### config.mk
export PLATFORM = sky130hd
export DESIGN_NAME = time_keeper
export DESIGN_NICKNAME = d
export VERILOG_FILES = /design/src/rtl/time_keeper_pkg.sv /design/src/rtl/time_keeper_wrap_counter.sv /design/src/rtl/time_keeper.sv
export SDC_FILE = /design/constraint.sdc
export NUM_CORES = 1
export LEC_CHECK = 0
export CAP_MARGIN = 10
export CORE_ASPECT_RATIO = 1.75
export CORE_UTILIZATION = 45
export DETAILED_ROUTE_END_ITERATION = 10
export PLACE_DENSITY = 0.72
export SLEW_MARGIN = 25
export SYNTH_ARGS = -nofsm -noshare
export SYNTH_HDL_FRONTEND = slang
export SYNTH_SLANG_ARGS = --single-unit
### constraint.sdc
create_clock -name i_clk -period 4.4 [get_ports i_clk]
set_clock_uncertainty 0.1 [all_clocks]
set_input_delay 1.32 -clock i_clk [delete_from_list [all_inputs] [get_ports i_clk]]
set_output_delay 1.32 -clock i_clk [all_outputs]
set_load 0.01 [all_outputs]
### src/rtl/time_keeper_pkg.sv
// Shared constants for the time keeper: field selects, field limits and width,
// plus helpers for per-field limits and write validation.
package time_keeper_pkg;

  localparam int FIELD_W = 8;

  localparam logic [1:0] SEL_SEC = 2'd0;
  localparam logic [1:0] SEL_MIN = 2'd1;
  localparam logic [1:0] SEL_HR  = 2'd2;

  localparam logic [FIELD_W-1:0] SEC_MAX = 8'd59;
  localparam logic [FIELD_W-1:0] MIN_MAX = 8'd59;
  localparam logic [FIELD_W-1:0] HR_MAX  = 8'd23;

  // Field index 0/1/2 lines up with SEL_SEC/SEL_MIN/SEL_HR.
  function automatic logic [FIELD_W-1:0] field_max(input int idx);
    case (idx)
      0:       field_max = SEC_MAX;
      1:       field_max = MIN_MAX;
      default: field_max = HR_MAX;
    endcase
  endfunction

  function automatic logic write_valid(input logic [1:0] sel, input logic [FIELD_W-1:0] val);
    case (sel)
      SEL_SEC: write_valid = (val <= SEC_MAX);
      SEL_MIN: write_valid = (val <= MIN_MAX);
      SEL_HR:  write_valid = (val <= HR_MAX);
      default: write_valid = 1'b0;
    endcase
  endfunction

endpackage

### src/rtl/time_keeper_wrap_counter.sv
// Loadable counter that wraps from MAX back to 0 by compare-and-clear.
// Priority: clr > load > inc. carry flags an increment taken at MAX.
module wrap_counter
  import time_keeper_pkg::*;
#(
  parameter logic [FIELD_W-1:0] MAX = 8'd59
) (
  input  logic               clk,
  input  logic               rst_n,
  input  logic               clr,
  input  logic               inc,
  input  logic               load,
  input  logic [FIELD_W-1:0] load_val,
  output logic [FIELD_W-1:0] count,
  output logic               carry
);

  logic [FIELD_W-1:0] count_reg;

  always_ff @(posedge clk or negedge rst_n) begin
    if (!rst_n) begin
      count_reg <= '0;
    end else if (clr) begin
      count_reg <= '0;
    end else if (load) begin
      count_reg <= load_val;
    end else if (inc) begin
      count_reg <= (count_reg == MAX) ? '0 : count_reg + 8'd1;
    end
  end

  assign count = count_reg;
  assign carry = inc && (count_reg == MAX);

endmodule

### src/rtl/time_keeper.sv
// Hours/minutes/seconds keeper with field write/readback and a tick that is
// deferred by one cycle when it collides with a write.
module time_keeper
  import time_keeper_pkg::*;
(
  input  logic               i_clk,
  input  logic               i_rst_n,
  input  logic               i_tick,
  input  logic               i_reset,
  input  logic               i_wr,
  input  logic [1:0]         i_sel,
  input  logic [FIELD_W-1:0] i_val,
  output logic [FIELD_W-1:0] o_out,
  output logic [FIELD_W-1:0] o_sec,
  output logic [FIELD_W-1:0] o_min,
  output logic [FIELD_W-1:0] o_hr,
  output logic               o_day,
  output logic               o_wr_err
);

  logic               pending_reg, pending_next;
  logic               day_reg, wr_err_reg;
  logic [FIELD_W-1:0] out_reg, out_next;
  logic               wr_ok, advance;

  logic [FIELD_W-1:0] count [3];
  logic               carry [3];
  logic               inc   [3];
  logic               load  [3];

  assign wr_ok   = write_valid(i_sel, i_val);
  assign advance = !i_reset && !i_wr && (i_tick || pending_reg);

  // Seconds feed minutes feed hours through the carry chain.
  generate
    for (genvar gi = 0; gi < 3; gi++) begin : g_field
      localparam logic [FIELD_W-1:0] LIM = field_max(gi);
      assign load[gi] = !i_reset && i_wr && wr_ok && (i_sel == 2'(gi));
      if (gi == 0) begin : g_first
        assign inc[gi] = advance;
      end else begin : g_chain
        assign inc[gi] = carry[gi-1];
      end
      wrap_counter #(.MAX(LIM)) u_cnt (
        .clk      (i_clk),
        .rst_n    (i_rst_n),
        .clr      (i_reset),
        .inc      (inc[gi]),
        .load     (load[gi]),
        .load_val (i_val),
        .count    (count[gi]),
        .carry    (carry[gi])
      );
    end
  endgenerate

  // A write steals the cycle; remember any tick (new or already pending).
  always_comb begin
    pending_next = 1'b0;
    if (!i_reset && i_wr) begin
      pending_next = pending_reg || i_tick;
    end
  end

  always_comb begin
    out_next = '0;
    case (i_sel)
      SEL_SEC: out_next = count[0];
      SEL_MIN: out_next = count[1];
      SEL_HR:  out_next = count[2];
      default: out_next = '0;
    endcase
  end

  always_ff @(posedge i_clk or negedge i_rst_n) begin
    if (!i_rst_n) begin
      pending_reg <= 1'b0;
      day_reg     <= 1'b0;
      wr_err_reg  <= 1'b0;
      out_reg     <= '0;
    end else begin
      pending_reg <= pending_next;
      day_reg     <= carry[2];
      wr_err_reg  <= !i_reset && i_wr && !wr_ok;
      out_reg     <= out_next;
    end
  end

  assign o_sec    = count[0];
  assign o_min    = count[1];
  assign o_hr     = count[2];
  assign o_out    = out_reg;
  assign o_day    = day_reg;
  assign o_wr_err = wr_err_reg;

endmodule

==> key figures, run 1 <==
Outcome
  • Outcome: finished clean

Synthesis
  • Mapped Nets: 255
  • Post-synth ARST share: 100%
  • Top_reg_cell synth: dfrtp_1
  • Post-Synthesis Cells: 237
  • Yosys reg bits: 35
  • Top cell type by total area after synthesis: dfrtp_1
  • Sequential area share after synthesis: 39.2%
  • Synthesized area per cell: 9.43 sq um
  • Ranking of synthesized cells by area: dfrtp_1 (39%), o21ai_0 (4.3%), mux2i_1 (4.0%)
  • EDFF count, synth: 0
  • Synth top area share: 39.2%
  • Library cells used by synthesis: 58
  • Mapped Area: 2230 sq um
  • Synth warn: 0

Timing
  • RSZ-0062 raised after global routing: no
  • WHS: 0.510 ns
  • Final hold violations: 0
  • Slew @ Worst Pin: 0.493 ns
  • Setup violators final: 0
  • Fin crit period: 3.31 ns
  • Setup TNS: 0 ns
  • Slew HR: 66.7%
  • Final period utilization: 75.2%
  • Count of pins over their slew limit: 0
  • Final worst setup slack: 1.09 ns
  • FMAX: 302 MHz

Placement
  • Setup slack at placement: 0.818 ns
  • Final estimated routing congestion in global placement: 0.902
  • Placed Cells: 325
  • DP HPWL: 4.62 mm
  • Post-DP Area: 2710 sq um
  • I/O Buffers: 48

Routing
  • Vias per Instance: 6.33
  • Drt pass-1 iters: 4
  • Antenna-violating nets left: 0
  • Routed wire per std cell: 19.1 um
  • Aggregate routed wire length: 6.37 mm
  • DR DRC count: 0
  • DR iter-0 viols: 63
  • Vias: 2109

Min path
  • Tightest Hold Check Type: register to register
  • Worst hold stages: 2
  • Worst hold path startpoint: pending_reg
  • Hold Path End: pending_reg

Cells and area
  • Max reg flops: 24
  • Antenna diodes: 0
  • Fin area: 2830 sq um
  • Share of cells above drive strength 1: 8.19%
  • Layout area overhead: 26.7%
  • Final Non-Filler Cells: 333
  • # nets final: 298

Floorplan
  • I/O pins: 49
  • Initial core utilization: 47.5%
  • Core Rows: 33
  • Die area: 5260 sq um
  • Core area: 4710 sq um
  • Die height: 95.2 um
  • Die Wd: 55.3 um

Clock network
  • CTS clk-pin slew, worst paths: 0.08 ns
  • Root Driver: clkbuf_8
  • Max Root-Sink Buffers: 2
  • Clock latency on the worst-skew pair: 0.30 ns
  • CTS tree: built
  • Postcts setup bufs: 0
  • CTS buffer count: 5
  • Post-CTS Hold Fix Bufs: 0
  • H-tree depth: 2
  • # resized after CTS: 0
  • Clk sink count: 35

Worst setup path
  • Crit path launch type: input port
  • Worst reg-to-reg setup slack: 1.94 ns
  • Worst EP required: 4.50 ns
  • WS Path Type: input port to register
  • WP data arrival: 3.41 ns
  • Crit path max fanout: 24
  • Critical Path End Type: register
  • R2R cell count: 5
  • Worst R2R Start: g_field[0].u_cnt.count[0]
  • Worst R2R End: g_field[2].u_cnt.count[4]

Global routing
  • Pin count of the biggest net entering global routing: 36
  • Vias in the first global route: 2017
  • Initial antenna violation count: 0
  • GRT overflow: 0
  • First-pass GRT wire length: 10.2 mm
  • GRT Overall Usage: 25.3%

Power and ir drop
  • Worst VDD drop: 0.322 mV
  • Clock share of power: 43.7%
  • Int Pwr: 0.539 mW
  • Psw: 0.171 mW
  • Seq pwr share: 46.5%
  • Combinational fraction of design power: 9.8%
  • Switching Fraction: 24.1%
  • Leak: 1.10 nW
  • Power Density: 251 nW/um^2

Run
  • Max-cap violations: 0
kinds of logic (layout without fill, tap and decap cells):
kind of cell	Yosys count	count (layout)	synth area share [%]
compound gates	67	67	20.7
xor+xnor	1	1	0.392
fa+ha+maj	3	3	1.68
buf+inv	20	64	4.87
flops	35	35	39.2
mux	12	12	5.54
simple gates	99	99	27.6
cell type report:
type | instances | area (sq um)
Timing Repair Buffer | 51 | 503
Fill cell | 419 | 1880
Clock buffer | 6 | 82.6
Sequential cell | 35 | 876
Tap cell | 52 | 65.1
Inverter | 5 | 18.8
Clock inverter | 2 | 35.0
Multi-Input combinational cell | 182 | 1250
cell usage after synthesis, types with 3 or more instances:
| master | n |
|---|---|
| a211oi_1 | 7 |
| a21oi_1 | 6 |
| a311oi_1 | 9 |
| a31oi_1 | 4 |
| and2_1 | 4 |
| and3_1 | 4 |
| buf_6 | 3 |
| clkbuf_1 | 5 |
| dfrtp_1 | 35 |
| ha_1 | 3 |
| inv_1 | 5 |
| mux2_2 | 3 |
| mux2i_1 | 9 |
| nand2_1 | 20 |
| nand3_1 | 12 |
| nand3b_1 | 3 |
| nand4b_1 | 3 |
| nor2_1 | 17 |
| nor3b_1 | 3 |
| o21ai_0 | 19 |
| o21bai_1 | 3 |
| o31ai_1 | 4 |
| or3_1 | 4 |
| or4_1 | 7 |
critical path: stages:
cell and delay (ns):
clkdlybuf4s50_1 0.64, nor2_4 0.29, nand4_4 0.32, or4_1 0.57, a311oi_1 0.28
metal layers:
layer	track usage, %	up-vias	routed length (um)
met1	29.2	997	2500
li1	-	990	-
met4	13.8	0	312
met3	3.26	24	336
met5	0	-	0
met2	45.3	98	3230
layout by cell type (no fill, tap or decap), drive strengths merged, types with 3 or more instances in the layout:
cell           synthesis  final
nand3                 13     13
dfrtp                 35     35
nand4                  3      3
buf                    9      3
mux2                   3      3
nand4b                 3      3
ha                     3      3
o21ai                 19     19
inv                    5      5
a21oi                  6      6
or4                    7      7
a21boi                 4      4
nor3                   3      3
o31ai                  4      4
mux2i                  9      9
and3                   5      5
nor3b                  3      3
o21bai                 3      3
or3                    4      4
a31oi                  4      4
clkbuf                 6      6
nand3b                 3      3
nor2                  18     18
and2                   4      4
a211oi                 7      7
nor4b                  3      3
a311oi                 9      9
nand2                 21     21
clkdlybuf4s50          0     48
worst max-delay path by stage:
stage | endpoint | depth (start not counted) | start | slack (ns)
2_1_floorplan | g_field[1].u_cnt.count[4] | 5 | i_reset | 1.69
4_1_cts | g_field[2].u_cnt.count[1] | 5 | i_reset | 1.12
5_1_grt | g_field[2].u_cnt.count[0] | 5 | i_reset | 0.91
3_5_place_dp | g_field[2].u_cnt.count[1] | 5 | i_reset | 0.82
3_3_place_gp | g_field[2].u_cnt.count[1] | 5 | i_reset | 0.82
6_report | g_field[2].u_cnt.count[4] | 5 | i_reset | 1.09
power groups by stage:
stage | registers [mW] | logic (mW) | clock network (mW)
final | 0.330 | 0.0697 | 0.310
after global routing | 0.330 | 0.0752 | 0.325
after CTS | 0.330 | 0.0695 | 0.314
after detailed placement | 0.336 | 0.0692 | 0
after global placement | 0.336 | 0.0689 | 0
after floorplan | 0.337 | 0.0302 | 0
stage by stage:
| step | utilization [%] | total power [mW] |
|---|---|---|
| global placement | 57.6 | 0.405 |
| finish | 60.1 | 0.710 |
| CTS | 60.1 | 0.713 |
| detailed placement | 57.6 | 0.406 |
| floorplan | - | 0.367 |
| global route | 60.1 | 0.730 |
No activity file was read; power rests on OpenSTA's default activity.
==> inputs of run 2 (changes only) <==
==> constraint.sdc (replaced) <==
create_clock -name i_clk -period 3.4 [get_ports i_clk]
set_clock_uncertainty 0.1 [all_clocks]
set_input_delay 1.02 -clock i_clk [delete_from_list [all_inputs] [get_ports i_clk]]
set_output_delay 1.02 -clock i_clk [all_outputs]
set_load 0.01 [all_outputs]
==> run 2 against run 1 <==
- clock-buffer cell count down 1
- critical path depth is 1 higher
- register-to-register slack lost 1.0 ns
- final area grew 1.5%
==> key figures, run 2 (synthesis gave the netlist of run 1 again) <==
Timing
  • Setup violators final: 0
  • Count of pins over their slew limit: 0
  • Fin crit period: 2.84 ns
  • FMAX: 352 MHz
  • Setup TNS: 0 ns
  • Final hold violations: 0
  • RSZ-0062 raised after global routing: no
  • Slew @ Worst Pin: 0.472 ns
  • Final period utilization: 83.6%
  • Slew HR: 68.1%
  • Final worst setup slack: 0.558 ns

Floorplan
  • Core Rows: 33
  • Die Wd: 55.3 um
  • I/O pins: 49
  • Die area: 5260 sq um
  • Initial core utilization: 47.5%
  • Core area: 4710 sq um
  • Die height: 95.2 um

Cells and area
  • Commonest non-fill, non-tap cells in the layout: clkdlybuf4s50_1 (48), dfrtp_1 (35), nand2_1 (20)
  • # nets final: 308
  • Share of cells above drive strength 1: 11.3%
  • Max reg flops: 24
  • Most common cell after layout, fill and taps aside: clkdlybuf4s50_1
  • Fin area: 2870 sq um
  • Antenna diodes: 0
  • Layout area overhead: 28.5%
  • Final Non-Filler Cells: 343
  • Finished Core Util: 61.0%

Placement
  • DP HPWL: 4.82 mm
  • Final estimated routing congestion in global placement: 0.894
  • Placed Cells: 335
  • Setup slack at placement: 0.272 ns
  • I/O Buffers: 48
  • Post-DP Area: 2790 sq um

Power and ir drop
  • Clock share of power: 36.2%
  • Combinational fraction of design power: 11.9%
  • Switching Fraction: 26.3%
  • Seq pwr share: 51.9%
  • Int Pwr: 0.606 mW
  • Power Density: 287 nW/um^2
  • Leak: 1.13 nW
  • Psw: 0.216 mW
  • Worst VDD drop: 0.268 mV

Clock network
  • Clock latency on the worst-skew pair: 0.29 ns
  • Postcts setup bufs: 0
  • # resized after CTS: 0
  • Max Root-Sink Buffers: 2
  • Post-CTS Hold Fix Bufs: 0
  • Clk sink count: 35
  • CTS buffer count: 5
  • H-tree depth: 2
  • CTS clk-pin slew, worst paths: 0.07 ns
  • CTS tree: built
  • Root Driver: clkbuf_8

Worst setup path
  • WS Path Type: input port to register
  • Worst R2R Start: g_field[1].u_cnt.count[0]
  • WP data arrival: 2.93 ns
  • Critical Path Start: i_reset
  • Critical Path End Type: register
  • Crit path launch type: input port
  • Crit path max fanout: 15
  • Worst EP required: 3.49 ns

Global routing
  • First-pass GRT wire length: 10.7 mm
  • GRT overflow: 0
  • Vias in the first global route: 2106
  • Pin count of the biggest net entering global routing: 36
  • Initial antenna violation count: 0
  • GRT Overall Usage: 26.6%

Routing
  • Drt pass-1 iters: 4
  • Max Used Layer: met4
  • Antenna-violating nets left: 0
  • Routed wire per std cell: 18.9 um
  • WL met3: 273 um
  • Vias per Instance: 6.22
  • Aggregate routed wire length: 6.49 mm
  • Wire length on met2: 3.43 mm
  • DR DRC count: 0
  • DR iter-0 viols: 68
  • Vias: 2134
  • Met1 Wirelength: 2.60 mm

Run
  • Max-cap violations: 0

Min path
  • Tightest Hold Check Type: register to register
  • Worst hold path startpoint: g_field[2].u_cnt.count[7]

Outcome
  • Outcome: finished clean
-- run 2: worst max-delay path: stages --
cell and delay [ns]:
clkdlybuf4s50_1 0.53, nor2_4 0.25, nand4_4 0.22, buf_4 0.25, or3_1 0.35, a311oi_1 0.31
-- run 2: power by group through the flow --
stage / clock [mW] / sequential (mW) / combinational, mW
final: 0.298 / 0.427 / 0.0977
after CTS: 0.305 / 0.427 / 0.0981
after detailed placement: 0 / 0.435 / 0.0977
after global routing: 0.318 / 0.428 / 0.106
after global placement: 0 / 0.435 / 0.0971
after floorplan: 0 / 0.436 / 0.0391
-- run 2: metrics by stage --
stage	hold WS (ns)	power, mW
2_1_floorplan	0.463	0.475
3_3_place_gp	0.451	0.532
3_5_place_dp	0.463	0.533
4_1_cts	0.479	0.830
5_1_grt	0.537	0.851
6_report	0.473	0.823
-- run 2: layer usage --
metal	up-vias	GRT usage, %
li1	1008	-
met1	1026	30.7
met2	85	48.4
met3	15	2.99
met4	0	13.1
met5	-	0
-- run 2: final timing paths --
kind                       cells past startpoint  slack, ns                        end
max                                            6       0.56  g_field[1].u_cnt.count[3]
min                                            2       0.47                   o_out[7]
max reg2reg                                    5       0.94  g_field[2].u_cnt.count[0]
min reg2reg                                    2       0.47                   o_out[7]
max in group asynchronous                      2       1.83  g_field[1].u_cnt.count[6]
min in group asynchronous                      2       1.05  g_field[0].u_cnt.count[0]
-- run 2: cell type report --
cell class	count	area (sq um)
clock inverters	3	15.0
flip-flops and latches	35	876
multi-input cells	182	1250
repair buffers	61	578
inverters	5	18.8
clock buffers	5	68.8
well taps	52	65.1
fillers	439	1840
==> inputs of run 3 (changes only) <==
==> constraint.sdc (replaced) <==
create_clock -name i_clk -period 2.95 [get_ports i_clk]
set_clock_uncertainty 0.1 [all_clocks]
set_input_delay 0.885 -clock i_clk [delete_from_list [all_inputs] [get_ports i_clk]]
set_output_delay 0.885 -clock i_clk [all_outputs]
set_load 0.01 [all_outputs]
==> run 3 against run 2 <==
- global-route usage shrank 0.53 points
- cell count grew 1.7%
- critical path depth is the same
- sequential share of layout area shrank 0.81 points
- sequential cell count is the same
- power rose by 29%
- setup slack lost 0.16 ns
- non-clock buffer count rose by 6
- clock power grew 52%
- register-to-register slack worse by 0.42 ns
- critical endpoint unchanged
- highest routed layer unchanged
==> key figures, run 3 (synthesis gave the netlist of run 1 again) <==
Outcome
  • Outcome: finished clean

Worst setup path
  • Cells along the critical path: clkdlybuf4s50_1, or2_0, nand4_4, buf_4, or3_1, a311oi_1
  • Worst EP required: 3.04 ns
  • Critical Path Start: i_tick
  • WS Path Type: input port to register
  • Crit path max fanout: 9
  • Worst path bufs/invs: 2
  • Crit path max-delay family: simple AND/OR/NAND/NOR gates
  • Slowest cell on crit path: clkdlybuf4s50_1
  • WP data arrival: 2.64 ns
  • Worst stage delay on the critical path: 0.47 ns
  • Worst R2R Start: g_field[1].u_cnt.count[0]
  • Critical Path End Type: register
  • Crit path launch type: input port

Clock network
  • # resized after CTS: 0
  • CTS buffer count: 5
  • Clock latency on the worst-skew pair: 0.28 ns
  • Postcts setup bufs: 0
  • Post-CTS Hold Fix Bufs: 0
  • Max Root-Sink Buffers: 2
  • H-tree depth: 2
  • CTS tree: built
  • Root Driver: clkbuf_8
  • Clk sink count: 35
  • CTS clk-pin slew, worst paths: 0.07 ns

Global routing
  • GRT Overall Usage: 26.1%
  • Vias in the first global route: 2131
  • First-pass GRT wire length: 10.5 mm
  • Initial antenna violation count: 0
  • GRT overflow: 0
  • Pin count of the biggest net entering global routing: 36

Routing
  • Routed wire per std cell: 18.9 um
  • DR DRC count: 0
  • Antenna-violating nets left: 0
  • Vias per Instance: 6.31
  • Drt pass-1 iters: 4
  • Vias: 2201
  • Aggregate routed wire length: 6.60 mm
  • DR iter-0 viols: 106

Power and ir drop
  • Seq pwr share: 46.4%
  • Clock share of power: 42.6%
  • Leak: 1.17 nW
  • Worst VDD drop: 0.231 mV
  • Switching Fraction: 23.3%
  • Int Pwr: 0.814 mW
  • Power Density: 360 nW/um^2
  • Combinational fraction of design power: 11.0%
  • Psw: 0.247 mW

Cells and area
  • Most common cell after layout, fill and taps aside: clkdlybuf4s50_1
  • Share of cells above drive strength 1: 13.1%
  • Max reg flops: 24
  • Layout area overhead: 32.0%
  • Antenna diodes: 0
  • # nets final: 314
  • Final Non-Filler Cells: 349
  • Commonest non-fill, non-tap cells in the layout: clkdlybuf4s50_1 (48), dfrtp_1 (35), nand2_1 (20)
  • Filler cells: 409

Timing
  • Slew @ Worst Pin: 0.459 ns
  • RSZ-0062 raised after global routing: no
  • Setup violators final: 0
  • Slew HR: 69.4%
  • FMAX: 392 MHz
  • Final period utilization: 86.4%
  • Final hold violations: 0
  • Fin crit period: 2.55 ns
  • Count of pins over their slew limit: 0
  • Setup TNS: 0 ns

Placement
  • I/O Buffers: 48
  • Placed Cells: 341
  • DP HPWL: 4.94 mm
  • Final estimated routing congestion in global placement: 0.893

Min path
  • Tightest Hold Check Type: register to register
  • Worst hold path startpoint: g_field[2].u_cnt.count[1]

Floorplan
  • Die height: 95.2 um
  • I/O pins: 49
  • Die area: 5260 sq um
  • Core area: 4710 sq um
  • Core Rows: 33
  • Die Wd: 55.3 um
  • Initial core utilization: 47.5%

Run
  • Max-cap violations: 0
## run 3: cell count changes in the layout (fill, tap and decap cells not counted), sizes merged
| cell | previous run | this run |
|---|---|---|
| buf | 13 | 19 |
| bufinv | 0 | 1 |
| clkinv | 3 | 1 |
| clkbuf | 5 | 6 |
## run 3: tightest hold or removal path, cell delays in order (launching register included)
cell,delay (ns)
dfrtp_1,0.43
nand2_1,0.06
o21ai_0,0.07
## run 3: metal layers
layer | routed length [um] | up-vias | GRT usage (%)
li1 | - | 1021 | -
met1 | 2460 | 1035 | 28.6
met2 | 3270 | 109 | 44.5
met3 | 372 | 36 | 3.93
met4 | 498 | 0 | 21.0
met5 | 0 | - | 0
## run 3: final cells by class
type                            count  area (sq um)  area share, %
Clock buffer                        6          82.6           2.80
Sequential cell                    35           876           29.7
Inverter                            5          18.8          0.636
Multi-Input combinational cell    182          1250           42.4
Clock inverter                      2          35.0           1.19
Tap cell                           52          65.1           2.21
Timing Repair Buffer               67           623           21.1
## run 3: final timing paths
path | to | slack [ns] | depth (start not counted)
setup / recovery | g_field[1].u_cnt.count[3] | 0.40 | 6
min in group asynchronous | pending_reg | 0.91 | 2
hold reg to reg | o_out[1] | 0.50 | 2
max in group asynchronous | g_field[2].u_cnt.count[1] | 1.52 | 2
setup reg to reg | g_field[2].u_cnt.count[4] | 0.52 | 5
hold / removal | o_out[1] | 0.50 | 2
## run 3: through the flow
| stage | utilization [%] | cell area [sq um] | worst slack (ns) | total power [mW] | hold slack, ns |
|---|---|---|---|---|---|
| floorplan | - | 2230 | 0.671 | 0.547 | 0.463 |
| global placement | 60.2 | 2830 | 0.109 | 0.618 | 0.478 |
| detailed placement | 60.2 | 2830 | 0.0932 | 0.618 | 0.482 |
| CTS | 62.7 | 2950 | 0.394 | 1.07 | 0.497 |
| global route | 62.7 | 2950 | 0.264 | 1.10 | 0.537 |
| finish | 62.7 | 2950 | 0.401 | 1.06 | 0.505 |
## run 3: power groups by stage
stage	logic (mW)	registers [mW]	clock network (mW)
finish	0.117	0.492	0.452
floorplan	0.0451	0.502	0
detailed placement	0.116	0.502	0
global route	0.126	0.493	0.479
global placement	0.116	0.502	0
CTS	0.117	0.492	0.460
